--- src/rtl/pc_seq_pkg.sv ---
// pc_seq_pkg: shared definitions for the program-counter sequencer.
//   OP_*     3-bit decoded opcodes accepted by pc_sequencer (others are NOP)
//   state_t  2-bit sequencer FSM encoding
package pc_seq_pkg;

    localparam logic [2:0] OP_INC = 3'b000;
    localparam logic [2:0] OP_DEC = 3'b001;
    localparam logic [2:0] OP_JMP = 3'b010;
    localparam logic [2:0] OP_ISZ = 3'b011;
    localparam logic [2:0] OP_STP = 3'b100;

    typedef enum logic [1:0] {
        S_IDLE  = 2'd0,
        S_EXEC  = 2'd1,
        S_PULSE = 2'd2,
        S_HALT  = 2'd3
    } state_t;

endpackage

--- src/rtl/pc_adder.sv ---
// pc_adder: combinational PC step with wrap at PC_MAX.
//   p    in  PC_W  current PC (assumed <= PC_MAX)
//   k    in  2     step size (1 or 2)
//   sum  out PC_W  p+k, or p+k-(PC_MAX+1) when p+k passes PC_MAX
//   ovf  out 1     the wrap was taken
module pc_adder
    import pc_seq_pkg::*;
#(
    parameter int PC_W   = 4,
    parameter int PC_MAX = (1 << PC_W) - 1
) (
    input  logic [PC_W-1:0] p,
    input  logic [1:0]      k,
    output logic [PC_W-1:0] sum,
    output logic            ovf
);

    localparam logic [PC_W:0]   MAX_X = (PC_W+1)'(PC_MAX);
    // PC_MAX+1 modulo 2^PC_W; the wrapped result always fits in PC_W bits,
    // so modular subtraction gives the exact value even when SPAN is 0.
    localparam logic [PC_W-1:0] SPAN  = PC_W'(PC_MAX + 1);

    logic [PC_W:0] raw;

    assign raw = (PC_W+1)'(p) + (PC_W+1)'(k);
    assign ovf = (raw > MAX_X);
    assign sum = ovf ? (p + PC_W'(k) - SPAN) : raw[PC_W-1:0];

endmodule

--- src/rtl/pc_sequencer.sv ---
// pc_sequencer: program-counter sequencer. Accepts one decoded instruction per
// valid/ready transfer and advances the PC; INC/DEC emit a timed mn strobe.
// Optional feature macro: PC_TRAP_EN (wrap or out-of-range JMP halts with trap).
//   clk, rst      clock; asynchronous active-high reset
//   instr_valid   opcode/target/reg_zero valid
//   instr_ready   sequencer idle and able to accept
//   opcode        000 INC, 001 DEC, 010 JMP, 011 ISZ, 100 STP, else NOP
//   target        JMP destination
//   reg_zero      selected register is zero (sampled on accept)
//   pc            current program counter
//   mn, mn_dec    register-modify strobe and its direction (1 = decrement)
//   halted        sequencer stopped until reset
//   trap          illegal PC event (constant 0 without PC_TRAP_EN)
module pc_sequencer
    import pc_seq_pkg::*;
#(
    parameter int PC_W   = 4,
    parameter int PC_MAX = (1 << PC_W) - 1,
    parameter int MN_CYC = 2
) (
    input  logic            clk,
    input  logic            rst,
    input  logic            instr_valid,
    output logic            instr_ready,
    input  logic [2:0]      opcode,
    input  logic [PC_W-1:0] target,
    input  logic            reg_zero,
    output logic [PC_W-1:0] pc,
    output logic            mn,
    output logic            mn_dec,
    output logic            halted,
    output logic            trap
);

    localparam int            CNT_W   = $clog2(MN_CYC + 1);
    localparam logic [CNT_W-1:0] CNT_END = CNT_W'(MN_CYC);
    localparam logic [PC_W:0]    MAX_X   = (PC_W+1)'(PC_MAX);

    state_t            state_q, state_n;
    logic              armed_q;
    logic [PC_W-1:0]   pc_q, pc_n;
    logic              mn_q, mn_n;
    logic              mn_dec_q, mn_dec_n;
    logic              halted_q, halted_n;
    logic [CNT_W-1:0]  cnt_q, cnt_n;
    logic [2:0]        op_q;
    logic [PC_W-1:0]   tgt_q;
    logic              zero_q;

    logic              accept;
    logic              do_commit;
    logic [1:0]        add_k;
    logic [PC_W-1:0]   add_sum;
    logic              add_ovf;
    logic              tgt_bad;
    logic [PC_W-1:0]   new_pc;

    // armed_q keeps instr_ready low until the first edge after reset release.
    assign instr_ready = armed_q && (state_q == S_IDLE);
    assign accept      = instr_valid && instr_ready;

    // Only ISZ with a zero register skips; every other adder use is +1.
    assign add_k = (op_q == OP_ISZ && zero_q) ? 2'd2 : 2'd1;

    pc_adder #(.PC_W(PC_W), .PC_MAX(PC_MAX)) u_add (
        .p   (pc_q),
        .k   (add_k),
        .sum (add_sum),
        .ovf (add_ovf)
    );

    assign tgt_bad = ({1'b0, tgt_q} > MAX_X);
    assign new_pc  = (op_q == OP_JMP) ? (tgt_bad ? '0 : tgt_q) : add_sum;

`ifdef PC_TRAP_EN
    logic trap_q, trap_n;
    logic fault;
    assign fault = (op_q == OP_JMP) ? tgt_bad : add_ovf;
    assign trap  = trap_q;
`else
    logic unused_ovf;
    assign unused_ovf = add_ovf;
    assign trap       = 1'b0;
`endif

    always_comb begin
        state_n   = state_q;
        pc_n      = pc_q;
        mn_n      = mn_q;
        mn_dec_n  = mn_dec_q;
        halted_n  = halted_q;
        cnt_n     = cnt_q;
        do_commit = 1'b0;
`ifdef PC_TRAP_EN
        trap_n    = trap_q;
`endif
        case (state_q)
            S_IDLE: begin
                if (accept) begin
                    case (opcode)
                        OP_INC, OP_DEC: begin
                            state_n  = S_PULSE;
                            mn_n     = 1'b1;
                            mn_dec_n = (opcode == OP_DEC);
                            cnt_n    = CNT_W'(1);
                        end
                        OP_STP: begin
                            state_n  = S_HALT;
                            halted_n = 1'b1;
                        end
                        default: state_n = S_EXEC;
                    endcase
                end
            end
            S_PULSE: begin
                // cnt_q counts strobe cycles already elapsed since acceptance.
                if (cnt_q == CNT_END) begin
                    mn_n      = 1'b0;
                    do_commit = 1'b1;
                end else begin
                    cnt_n = cnt_q + 1'b1;
                end
            end
            S_EXEC:  do_commit = 1'b1;
            default: ;
        endcase

        if (do_commit) begin
`ifdef PC_TRAP_EN
            if (fault) begin
                state_n  = S_HALT;
                halted_n = 1'b1;
                trap_n   = 1'b1;
            end else begin
                state_n = S_IDLE;
                pc_n    = new_pc;
            end
`else
            state_n = S_IDLE;
            pc_n    = new_pc;
`endif
        end
    end

    always_ff @(posedge clk or posedge rst) begin
        if (rst) begin
            state_q  <= S_IDLE;
            armed_q  <= 1'b0;
            pc_q     <= '0;
            mn_q     <= 1'b0;
            mn_dec_q <= 1'b0;
            halted_q <= 1'b0;
            cnt_q    <= '0;
`ifdef PC_TRAP_EN
            trap_q   <= 1'b0;
`endif
        end else begin
            state_q  <= state_n;
            armed_q  <= 1'b1;
            pc_q     <= pc_n;
            mn_q     <= mn_n;
            mn_dec_q <= mn_dec_n;
            halted_q <= halted_n;
            cnt_q    <= cnt_n;
`ifdef PC_TRAP_EN
            trap_q   <= trap_n;
`endif
        end
    end

    // Instruction fields are captured on acceptance so the source may move on.
    always_ff @(posedge clk or posedge rst) begin
        if (rst) begin
            op_q   <= '0;
            tgt_q  <= '0;
            zero_q <= 1'b0;
        end else if (accept) begin
            op_q   <= opcode;
            tgt_q  <= target;
            zero_q <= reg_zero;
        end
    end

    assign pc     = pc_q;
    assign mn     = mn_q;
    assign mn_dec = mn_dec_q;
    assign halted = halted_q;

endmodule
--- config.mk ---
export PLATFORM = sky130hd
export DESIGN_NAME = pc_sequencer
export DESIGN_NICKNAME = d
export VERILOG_FILES = /design/src/rtl/pc_seq_pkg.sv /design/src/rtl/pc_adder.sv /design/src/rtl/pc_sequencer.sv
export SDC_FILE = /design/constraint.sdc
export NUM_CORES = 1
export LEC_CHECK = 0
export ABC_AREA = 1
export CAP_MARGIN = 20
export CORE_MARGIN = 8
export CORE_UTILIZATION = 30
export CTS_BUF_LIST = sky130_fd_sc_hd__clkbuf_16
export DETAILED_ROUTE_END_ITERATION = 6
export PLACE_DENSITY = 0.61
export SLEW_MARGIN = 20
export SYNTH_ARGS = -nofsm -noshare
export SYNTH_HDL_FRONTEND = slang
export SYNTH_HIERARCHICAL = 1
export SYNTH_SLANG_ARGS = --single-unit
--- constraint.sdc ---
create_clock -name clk -period 1.7 [get_ports clk]
set_input_delay 0.255 -clock clk [delete_from_list [all_inputs] [get_ports clk]]
set_output_delay 0.255 -clock clk [all_outputs]
set_load 0.005 [all_outputs]
# After elaboration in Yosys (flattened, before gate mapping)
# Index checks and enable logic that the tools add are counted.
# Widths: inputs -> output; s select.
dict set report totals {
  romBits 0
  output_inout_bits 9
  elab_cells 56
  n_memories 0
  ram_bits 0
  ff_bits 20
  latchBits 0
  inputBits 11
}
dict set report classes {
  mux 17
  bitwise 0
  order_cmp 1
  mul 0
  n_div 0
  eq_ne 11
  n_addsub 3
  n_shift 0
  n_reduce_logical 14
}
# operator count
set op_table {}
lappend op_table {{$mux 2} 7}
lappend op_table {{$mux 4} 2}
lappend op_table {{$pmux 2 s2} 2}
lappend op_table {{$reduce_and 4->1} 2}
lappend op_table {{$eq 3x2->1 const B} 2}
lappend op_table {{$ne 2x2->1 const B} 3}
lappend op_table {{$reduce_and 3->1} 2}
lappend op_table {{$reduce_bool 2->1} 3}
lappend op_table {{$add 4x2->5} 1}
lappend op_table {{$gt 5x4->1 const B} 1}
lappend op_table {{$add 4x2->4} 1}
lappend op_table {{$eq 2x2->1 const B} 2}
lappend op_table {{$mux 1} 4}
lappend op_table {{$pmux 1 s2} 2}
lappend op_table {{$eq 3x1->1 const B} 1}
lappend op_table {{$eq 3x3->1 const B} 1}
lappend op_table {{$logic_and 1x1->1} 3}
lappend op_table {{$logic_not 3->1} 1}
lappend op_table {{$add 2x1->2 const B} 1}
lappend op_table {{$eq 2x1->1 const B} 1}
lappend op_table {{$logic_not 2->1} 1}
lappend op_table {{$ne 2x1->1 const B} 1}
lappend op_table {{$reduce_and 2->1} 1}
lappend op_table {{$reduce_or 2->1} 1}

# Longest topological paths before layout
dict set report logic_depth {
  word_depth 7
  ltp_mapped 12
  mapped_depth_nobuf 12
}

# By module
# The synthesis kept the hierarchy.
# module seq_area_each_um2 area_per_inst_um2 instances cells_each
set by_module_without_submodules {}
lappend by_module_without_submodules {pc_sequencer 500.5 1036.0 1 129}
lappend by_module_without_submodules {pc_adder 0.0 113.9 1 19}

# Worst setup path before layout
# Ideal clock, no wire load.
dict set report synth_timing {
  kind {flip-flop to flip-flop}
  from {register op_q[1]}
  to {register pc_q[2] (netlist: pc[2])}
  stages_incl_launch_ff 10
  setup_slack_ps 107
  t_required_ps 1583
  arrival_ps 1476
  cell_sequence {dfrtp_1 > nand4_1 > ha_1 > inv_1 > fa_1 > xnor2_1 > inv_1 > nand2_1 > nand3_1 > nand2_1}
}
dict set report synth_between {
  elab_chain_len 7
}
# item line_no
set synth_rtl {}
lappend synth_rtl {{from (decl)} pc_sequencer.sv:46} ;# logic [2:0] op_q;
lappend synth_rtl {{from (signal assigned)} pc_sequencer.sv:178} ;# op_q <= opcode;
lappend synth_rtl {{$eq 3x2->1 *} pc_sequencer.sv:63} ;# assign add_k = (op_q == OP_ISZ && zero_q) ? 2'd2 : 2'd1;
lappend synth_rtl {{$logic_and 1x1->1 *} pc_sequencer.sv:63}
lappend synth_rtl {{$mux 2 *} pc_sequencer.sv:63}
lappend synth_rtl {{named net add_k[0]} pc_sequencer.sv:52} ;# logic [1:0] add_k;
lappend synth_rtl {{$add 4x2->5} pc_adder.sv:25} ;# assign raw = (PC_W+1)'(p) + (PC_W+1)'(k);
lappend synth_rtl {{$gt 5x4->1} pc_adder.sv:26} ;# assign ovf = (raw > MAX_X);
lappend synth_rtl {{$mux 4 *} pc_adder.sv:27} ;# assign sum = ovf ? (p + PC_W'(k) - SPAN) : raw[PC_W-1:0];
lappend synth_rtl {{named net add_sum[2]} pc_sequencer.sv:53} ;# logic [PC_W-1:0] add_sum;
lappend synth_rtl {{$mux 4 *} pc_sequencer.sv:73} ;# assign new_pc = (op_q == OP_JMP) ? (tgt_bad ? '0 : tgt_q) : add_sum;
lappend synth_rtl {{to (signal assigned)} pc_sequencer.sv:160} ;# pc_q <= pc_n;
lappend synth_rtl {{to (decl)} pc_sequencer.sv:41} ;# logic [PC_W-1:0] pc_q, pc_n;
# The timed path passes the listed nets; every way through them passes the cells marked *.
# A chain may end at the register's enable or synchronous reset.

# Worst setup path in the final report
dict set report layout_timing {
  from {register op_q[2]}
  to {register pc_q[2] (netlist: pc[2])}
}
# The elaborated chain is that of the path after synthesis.

==> impl_metrics.ini <==
[grt]
grt-ovfl-total = 0
grt_pass1_wl_mm = 4.39
antenna_found_initial = 0
grt.total_usage = 0.0900
grt_start_max_net_pins = 21
first_global_vias = 959

[worst_setup_path]
crit_type = reg -> reg
r2r-end = pc[2]
regToRegSetupSlack_ns = 0.10
reg2reg_from = op_q[2]
cp_max_fo = 2
r2r_cells = 10
crit_path_start_kind = flop
cp-end-kind = flop
crit_arrival_ns = 1.75
worst_ep_required_time_ns = 1.85

[clocking]
cts_sinks = 20
clk_pin_slew_ns = 0.06
cts_buffers = 3
cts_tree = yes
ctsHtreeMaxLevel = 1
clkLatencyLatePin_ns = 0.26
cts_root_buffer = clkbuf_16
clockBufferDepth = 2

[status]
status = finished clean

[synth]
mappedNetlistNets = 165
syn_inst = 146
synth_warnings = 6
syn_area_um2 = 1140
avgSynthCellArea_um2 = 7.82

[sta]
fmax_ghz = 0.625
finClkSkew_ns = 0.00316
fin_crit_sh = 0.941
final-setup-viol-count = 0
fin_crit_ns = 1.60
hold_viol = 0
worst_slack_ns = 0.101
maxSlewViolCount = 0
setup_tns_ns = 0

[finish]
seqCellArea_um2 = 500
syn2layout_area_growth_pct = 32.9
antenna_cells = 0
layout.cells.non_filler = 223
multi_input_area_um2 = 515
nets = 196
fillCellCount = 379
drive_gt1_frac = 0.120

[detailed_routing]
ant_nets = 0
vias = 973
post_drt_wl_per_cell_um = 11.3
routed_wl_mm = 2.51
drt_iter0_drc = 40
route.detailed.drc = 0
vias_per_cell = 4.36
dr.pass1.iters = 4

[floorplanning]
die_width_um = 77.7
die_h_um = 77.7
ios = 20
rows = 22
die-area_um2 = 6040
coreArea_um2 = 3660
start_util = 0.312

[placed_design]
gp_congestion = 0.798
place_hpwl_mm = 1.83
portBuffers = 18
dp.cells = 216
dp_slack_ns = 0.0808

[min_path]
hold_class = in -> async

[flow_run]
max-cap-violations = 0

[power_and_ir_drop]
power.density_nw_per_um2 = 1680
peakVddDrop_uv = 753
p_leak_nw = 0.778
-- registers in the layout (all words and copies together) (netlist names) --
| signal | flops |
|---|---|
| mn | 1 |
| pc | 4 |
| mn_dec | 1 |
| state_q | 2 |
| halted | 1 |
| zero_q | 1 |
| cnt_q | 2 |
| tgt_q | 4 |
| op_q | 3 |
| armed_q | 1 |
-- worst max-delay path by stage --
stage          slack (ns)  startpoint  depth (start not counted)  endpoint
6_report             0.10     op_q[2]                         10     pc[2]
5_1_grt             -0.05     op_q[2]                         10     pc[2]
3_3_place_gp         0.12     op_q[2]                         10     pc[1]
3_5_place_dp         0.08     op_q[2]                         10     pc[1]
2_1_floorplan        0.13     op_q[2]                         10     pc[1]
4_1_cts              0.06     op_q[2]                         10     pc[1]
-- cell type report --
class | count | share of cell area
tap | 48 | 0.0396
inverter | 30 | 0.0742
multi-input combinational | 94 | 0.340
sequential | 20 | 0.330
timing repair buffer | 28 | 0.167
clock buffer | 3 | 0.0495
-- timing repair --
item / 4_1_cts / 5_1_grt
resized for setup: 2 / 3
hold buffers: 0 / 0
setup buffers: 1 / 3
endpoints found under the setup margin: 1 / 2
gates cloned: 0 / 0
pin swaps: 0 / 3
-- report_power, final --
group	leakage (nW)	internal (mW)	switching (mW)
combinational	0.493	0.597	0.633
clock	0.0370	0.311	0.181
sequential	0.248	0.695	0.129
total	0.778	1.60	0.944
-- critical path: stages, from the launching register on --
cell,delay (ns)
dfrtp_1,0.39
inv_2,0.06
nand4_1,0.10
inv_1,0.10
inv_1,0.06
fa_1,0.42
xnor2_1,0.14
inv_1,0.05
nand2_1,0.04
nand3_1,0.08
nand2_1,0.05
-- stage by stage --
stage | instance area, um^2 | utilization | power (mW) | hold WS [ns]
3_3_place_gp | 1410 | 0.385 | 1.99 | 0.462
5_1_grt | 1520 | 0.415 | 2.80 | 0.393
6_report | 1520 | 0.415 | 2.55 | 0.332
3_5_place_dp | 1410 | 0.385 | 2.00 | 0.458
4_1_cts | 1490 | 0.408 | 2.52 | 0.347
2_1_floorplan | 1140 | - | 1.55 | 0.219
-- metal layers --
metal	part of all wire	vias up	global-route usage
met5	0	-	0
met1	0.47	437	0.110
met2	0.46	21	0.136
li1	-	511	-
met3	0.044	4	0.0253
met4	0.026	0	0.0566
-- cells in the final DEF (no fill, tap or decap), drive strengths merged --
cell type      count
clkbuf             3
xnor2              1
a21oi              1
a31o               1
a21boi             1
dlygate4sd2        1
dfrtp             20
o21ai              9
conb               2
clkdlybuf4s50     17
buf               10
nor2               4
ha                 7
nand3             13
nand4              8
nand2             45
inv               30
fa                 1
nor3b              1
Note: power is estimated with default switching activity, not from simulation.
==> RTL edit 1: new RTL, same settings <==
Reset style: synchronous (`rst`), changed in 2 clocked blocks. Comments in the files are not updated.
--- a/src/rtl/pc_sequencer.sv
+++ b/src/rtl/pc_sequencer.sv
@@ -144,3 +144,3 @@
 
-    always_ff @(posedge clk or posedge rst) begin
+    always_ff @(posedge clk) begin
         if (rst) begin
@@ -171,3 +171,3 @@
     // Instruction fields are captured on acceptance so the source may move on.
-    always_ff @(posedge clk or posedge rst) begin
+    always_ff @(posedge clk) begin
         if (rst) begin
Function: differs if rst is asserted again (counterexample within 4 cycles, from zero or initial values and one cycle with rst high); with rst held inactive, the same outputs for 10 cycles.
==> RTL edit 1 against the unedited design <==
Largest cell class unchanged. Worst setup slack lost 0.037 ns. Final area shrank 4.4%. Routed wire length shrank 9.1%. Critical path depth is the same. Area after synthesis shrank 5.9%. Critical path type unchanged. Sequential cell count is the same.
Power is not compared: it rests on default switching activity, and its combinational part moved more than twofold at a synthesized area within 25%.
==> RTL edit 1: results (changes against the unedited design) <==
TritonRoute pass-1 iters -> 4 (unchanged)
final weighted congestion in routability-driven placement -> 0.750 (was 0.798)
GR Util met1 -> 11.2% (was 11.0%)
Worst R2R Start -> op_q[2] (unchanged)
Layout Cells excl Fill -> 215 (was 223)
vias in the first global route -> 927 (was 959)
DRT iter0 DRCs -> 59 (was 40)
Syn Nets -> 164 (was 165)
WL final -> 2280 um (was 2510 um)
vias -> 967 (was 973)
share of layout cells above drive strength 1 -> 16.6% (was 12.0%)
hold crit path type -> reg2reg (was in2async)
pin count of the biggest net entering global routing -> 14 (was 21)
setup ws final -> 0.0638 ns (was 0.101 ns)
GRT Total Usage -> 8.76% (was 9.00%)
syn_area_per_cell -> 7.36 um2 (was 7.82 um2)
met2 usage in global routing -> 13.6% (about the same)
Layout Nets -> 188 (was 196)
placed instance count -> 208 (was 216)
Fillers -> 334 (was 379)
outcome -> complete, no violations (unchanged)
worst endpoint data arrival time -> 1.79 ns (was 1.75 ns)
Area after DPL -> 1300 um2 (was 1410 um2)
FF-to-FF End -> pc[1] (was pc[2])
first-pass GRT wire length -> 3970 um (was 4390 um)
Worst Path Max Fanout -> 3 (was 2)
DP Wirelength -> 1730 um (was 1830 um)
## RTL edit 1: per-stage QoR
stage          setup TNS (ns)  util, %  hold slack [ns]
6_report                    0     42.8            0.451
5_1_grt                -0.142     42.8            0.479
4_1_cts                     0     41.9            0.455
3_3_place_gp                0     38.4            0.441
2_1_floorplan               0        -            0.398
3_5_place_dp                0     38.4            0.447
## RTL edit 1: per-layer routing
metal / vias up / share of wire (%)
met1: 432 / 51
met2: 21 / 45
li1: 510 / -
met5: - / 0
met3: 4 / 3.4
met4: 0 / 1.3
## RTL edit 1: cell type report
cell class	count	area [um2]	area share (%)
tap	46	57.6	3.97
inverter	24	90.1	6.21
clock buffer	3	75.1	5.17
timing repair buffer	23	220	15.2
sequential	20	402	27.7
clock inverter	1	30.0	2.07
multi-input combinational	98	577	39.7
## RTL edit 1: worst min-delay path, cell delays in order (launching register included)
cell,delay [ns]
dfxtp_1,0.29
inv_1,0.06
a21oi_1,0.05
## RTL edit 1: power groups by stage
stage | sequential (mW) | combinational [mW] | clock (mW)
3_5_place_dp | 0.515 | 0.161 | 0
6_report | 0.505 | 0.173 | 0.649
3_3_place_gp | 0.514 | 0.158 | 0
2_1_floorplan | 0.513 | 0.102 | 0
4_1_cts | 0.505 | 0.168 | 0.661
5_1_grt | 0.508 | 0.196 | 0.684
## RTL edit 1: worst max path at each step
| stage | startpoint | end | slack [ns] |
|---|---|---|---|
| after floorplan | op_q[2] | pc[2] | 0.21 |
| after global placement | op_q[2] | pc[2] | 0.13 |
| after detailed placement | op_q[2] | pc[2] | 0.07 |
| after CTS | state_q[0] | instr_ready | 0.005 |
| after global routing | op_q[2] | pc[1] | -0.08 |
| final | op_q[2] | pc[1] | 0.06 |
## RTL edit 1: what timing repair did
item	in CTS	in global routing
resized for setup	4	8
pin swaps	1	6
endpoints found under the setup margin	1	3
setup buffers	0	3
==> RTL edit 2: new RTL, config.mk and constraints unchanged <==
Without the edit above. Add a define of `PC_TRAP_EN`.
--- a/src/rtl/pc_sequencer.sv
+++ b/src/rtl/pc_sequencer.sv
@@ -13,2 +13,4 @@
 //   trap          illegal PC event (constant 0 without PC_TRAP_EN)
+`define PC_TRAP_EN
+
 module pc_sequencer
Behaviour: not the same (a bounded check fails within 10 cycles, from zero or initial values and one cycle with rst high).
==> RTL edit 2 against the unedited design <==
Sequential share of layout area decreased by 0.84 points. Combinational power is 11% higher. Global-route usage rose by 0.34 points. Total power rose by 6.6%. Synthesized cell count is 6.8% higher. Worst setup slack worse by 0.10 ns. Routed wire length increased by 1.4%. Sequential cell count up 1. Area after synthesis grew 4.5%. Die area up 3.6%. Via count is 5.0% higher. Final area increased by 7.7%. Critical path type unchanged. Critical endpoint is now pc[2].
==> RTL edit 2: results (changes against the unedited design) <==
Max clock buf depth -> 2 (unchanged)
Layout Nets -> 210 (was 196)
share of layout cells above drive strength 1 -> 18.3% (was 12.0%)
Seq/Total Area, Yosys -> 44.0%
most frequent cells after synthesis -> 70 x nand2_1, 21 x dfrtp_1, 19 x inv_1
DR WL/cell -> 10.6 um (was 11.3 um)
sw frac -> 37.6% (was 37.1%)
Initial Util -> 30.5% (was 31.2%)
hold crit path type -> in2async (unchanged)
synth warn -> 6 (unchanged)
clock-pin slew on the worst setup and hold paths -> 0.05 ns
first-pass GRT wire length -> 4600 um (was 4390 um)
Worst Path Max Fanout -> 2 (unchanged)
clk root buf -> clkbuf_16 (unchanged)
post-DR vias/cell -> 4.24 (was 4.36)
vias in the first global route -> 1013 (was 959)
TritonRoute pass-1 iters -> 4 (unchanged)
Area after DPL -> 1490 um2 (was 1410 um2)
clock share of power -> 17.9% (was 19.3%)
DRT iter0 DRCs -> 37 (was 40)
Fillers -> 418 (was 379)
Syn Nets -> 174 (was 165)
Final Skew -> 0.00113 ns (was 0.00316 ns)
ant diodes -> 0 (unchanged)
Post-synth EDFFs -> 0
maximum vdd drop -> 557 uV (was 753 uV)
CTS Buf Count -> 3 (unchanged)
Distinct cells, synth -> 20
Gate power share -> 50.6% (was 48.3%)
WL final -> 2550 um (was 2510 um)
Port-buffer cells -> 19 (was 18)
placed instance count -> 232 (was 216)
initial antenna violation count -> 0 (unchanged)
GRT Total Usage -> 9.35% (was 9.00%)
synth top area cells -> dfrtp_1 44%, nand2_1 22%, ha_1 6.3%
Final Power -> 2.71 mW (was 2.55 mW)
Worst-Skew Late Latency -> 0.25 ns
worst endpoint data arrival time -> 1.85 ns (was 1.75 ns)
outcome -> complete, no violations (unchanged)
syn_area_per_cell -> 7.65 um2 (was 7.82 um2)
DP Wirelength -> 1930 um (was 1830 um)
Synth async-reset ratio -> 100%
Leak -> 0.864 nW (was 0.778 nW)
H-tree levels -> 1 (unchanged)
most frequent cell after synthesis -> nand2_1
final weighted congestion in routability-driven placement -> 0.788 (was 0.798)
Place WS -> -0.0173 ns (was 0.0808 ns)
pin count of the biggest net entering global routing -> 22 (was 21)
## RTL edit 2: what timing repair did
action                     in CTS  in global routing
pin swaps                       0                 16
setup buffers                   3                  2
setup endpoints to repair       7                  6
gates cloned                    0                  0
gates resized for setup         7                  4
## RTL edit 2: area by class of cell
cell class                      instances  area (um2)  area share, %
Multi-Input combinational cell        111         588           36.0
Sequential cell                        21         526           32.1
Timing Repair Buffer                   33         298           18.2
Inverter                               22        82.6           5.05
Clock buffer                            3        75.1           4.59
Tap cell                               50        62.6           3.83
Clock inverter                          1        3.75          0.230
## RTL edit 2: worst max-delay path, stage by stage, from the launching register on
cell and delay, ns:
dfrtp_1 0.37, nand4_1 0.12, ha_2 0.20, inv_2 0.04, fa_2 0.38, buf_6 0.13
xnor2_1 0.11, nand2_1 0.07, nand2_1 0.05, nand2_1 0.06, nand2_1 0.04
## RTL edit 2: kinds of logic (layout without fill, tap and decap cells)
family                     after synthesis  in the layout  synth area share [%]
AOI/OAI and AO/OA                        8              8                  3.67
xor gates and xnor gates                 1              1                 0.734
adders and majority gates                7              7                  7.97
buffers and inverters                   24             59                  8.80
DFF                                     21             21                  44.0
other                                    1              1                 0.314
and+or+nand+nor                         94             94                  34.5
## RTL edit 2: worst paths after layout
check                              from      end  slack [ns]  cells past startpoint
worst min register to register     trap     trap        0.46                      2
worst max register to register  op_q[1]    pc[2]     0.00007                     10
worst min-delay path                rst  armed_q        0.33                      3
worst max-delay path            op_q[1]    pc[2]     0.00007                     10
max in group asynchronous           rst    pc[3]        1.16                      3
min in group clk                   trap     trap        0.46                      2
## RTL edit 2: layer usage
layer  part of all wire (%)  wire (um)  vias up  GRT usage (%)
met5                      0          0        -              0
met1                     47       1190      455           11.8
li1                       -          -      547              -
met4                    2.5         63        0           5.19
met2                     48       1220       15           14.4
met3                    2.8         72        5           2.14
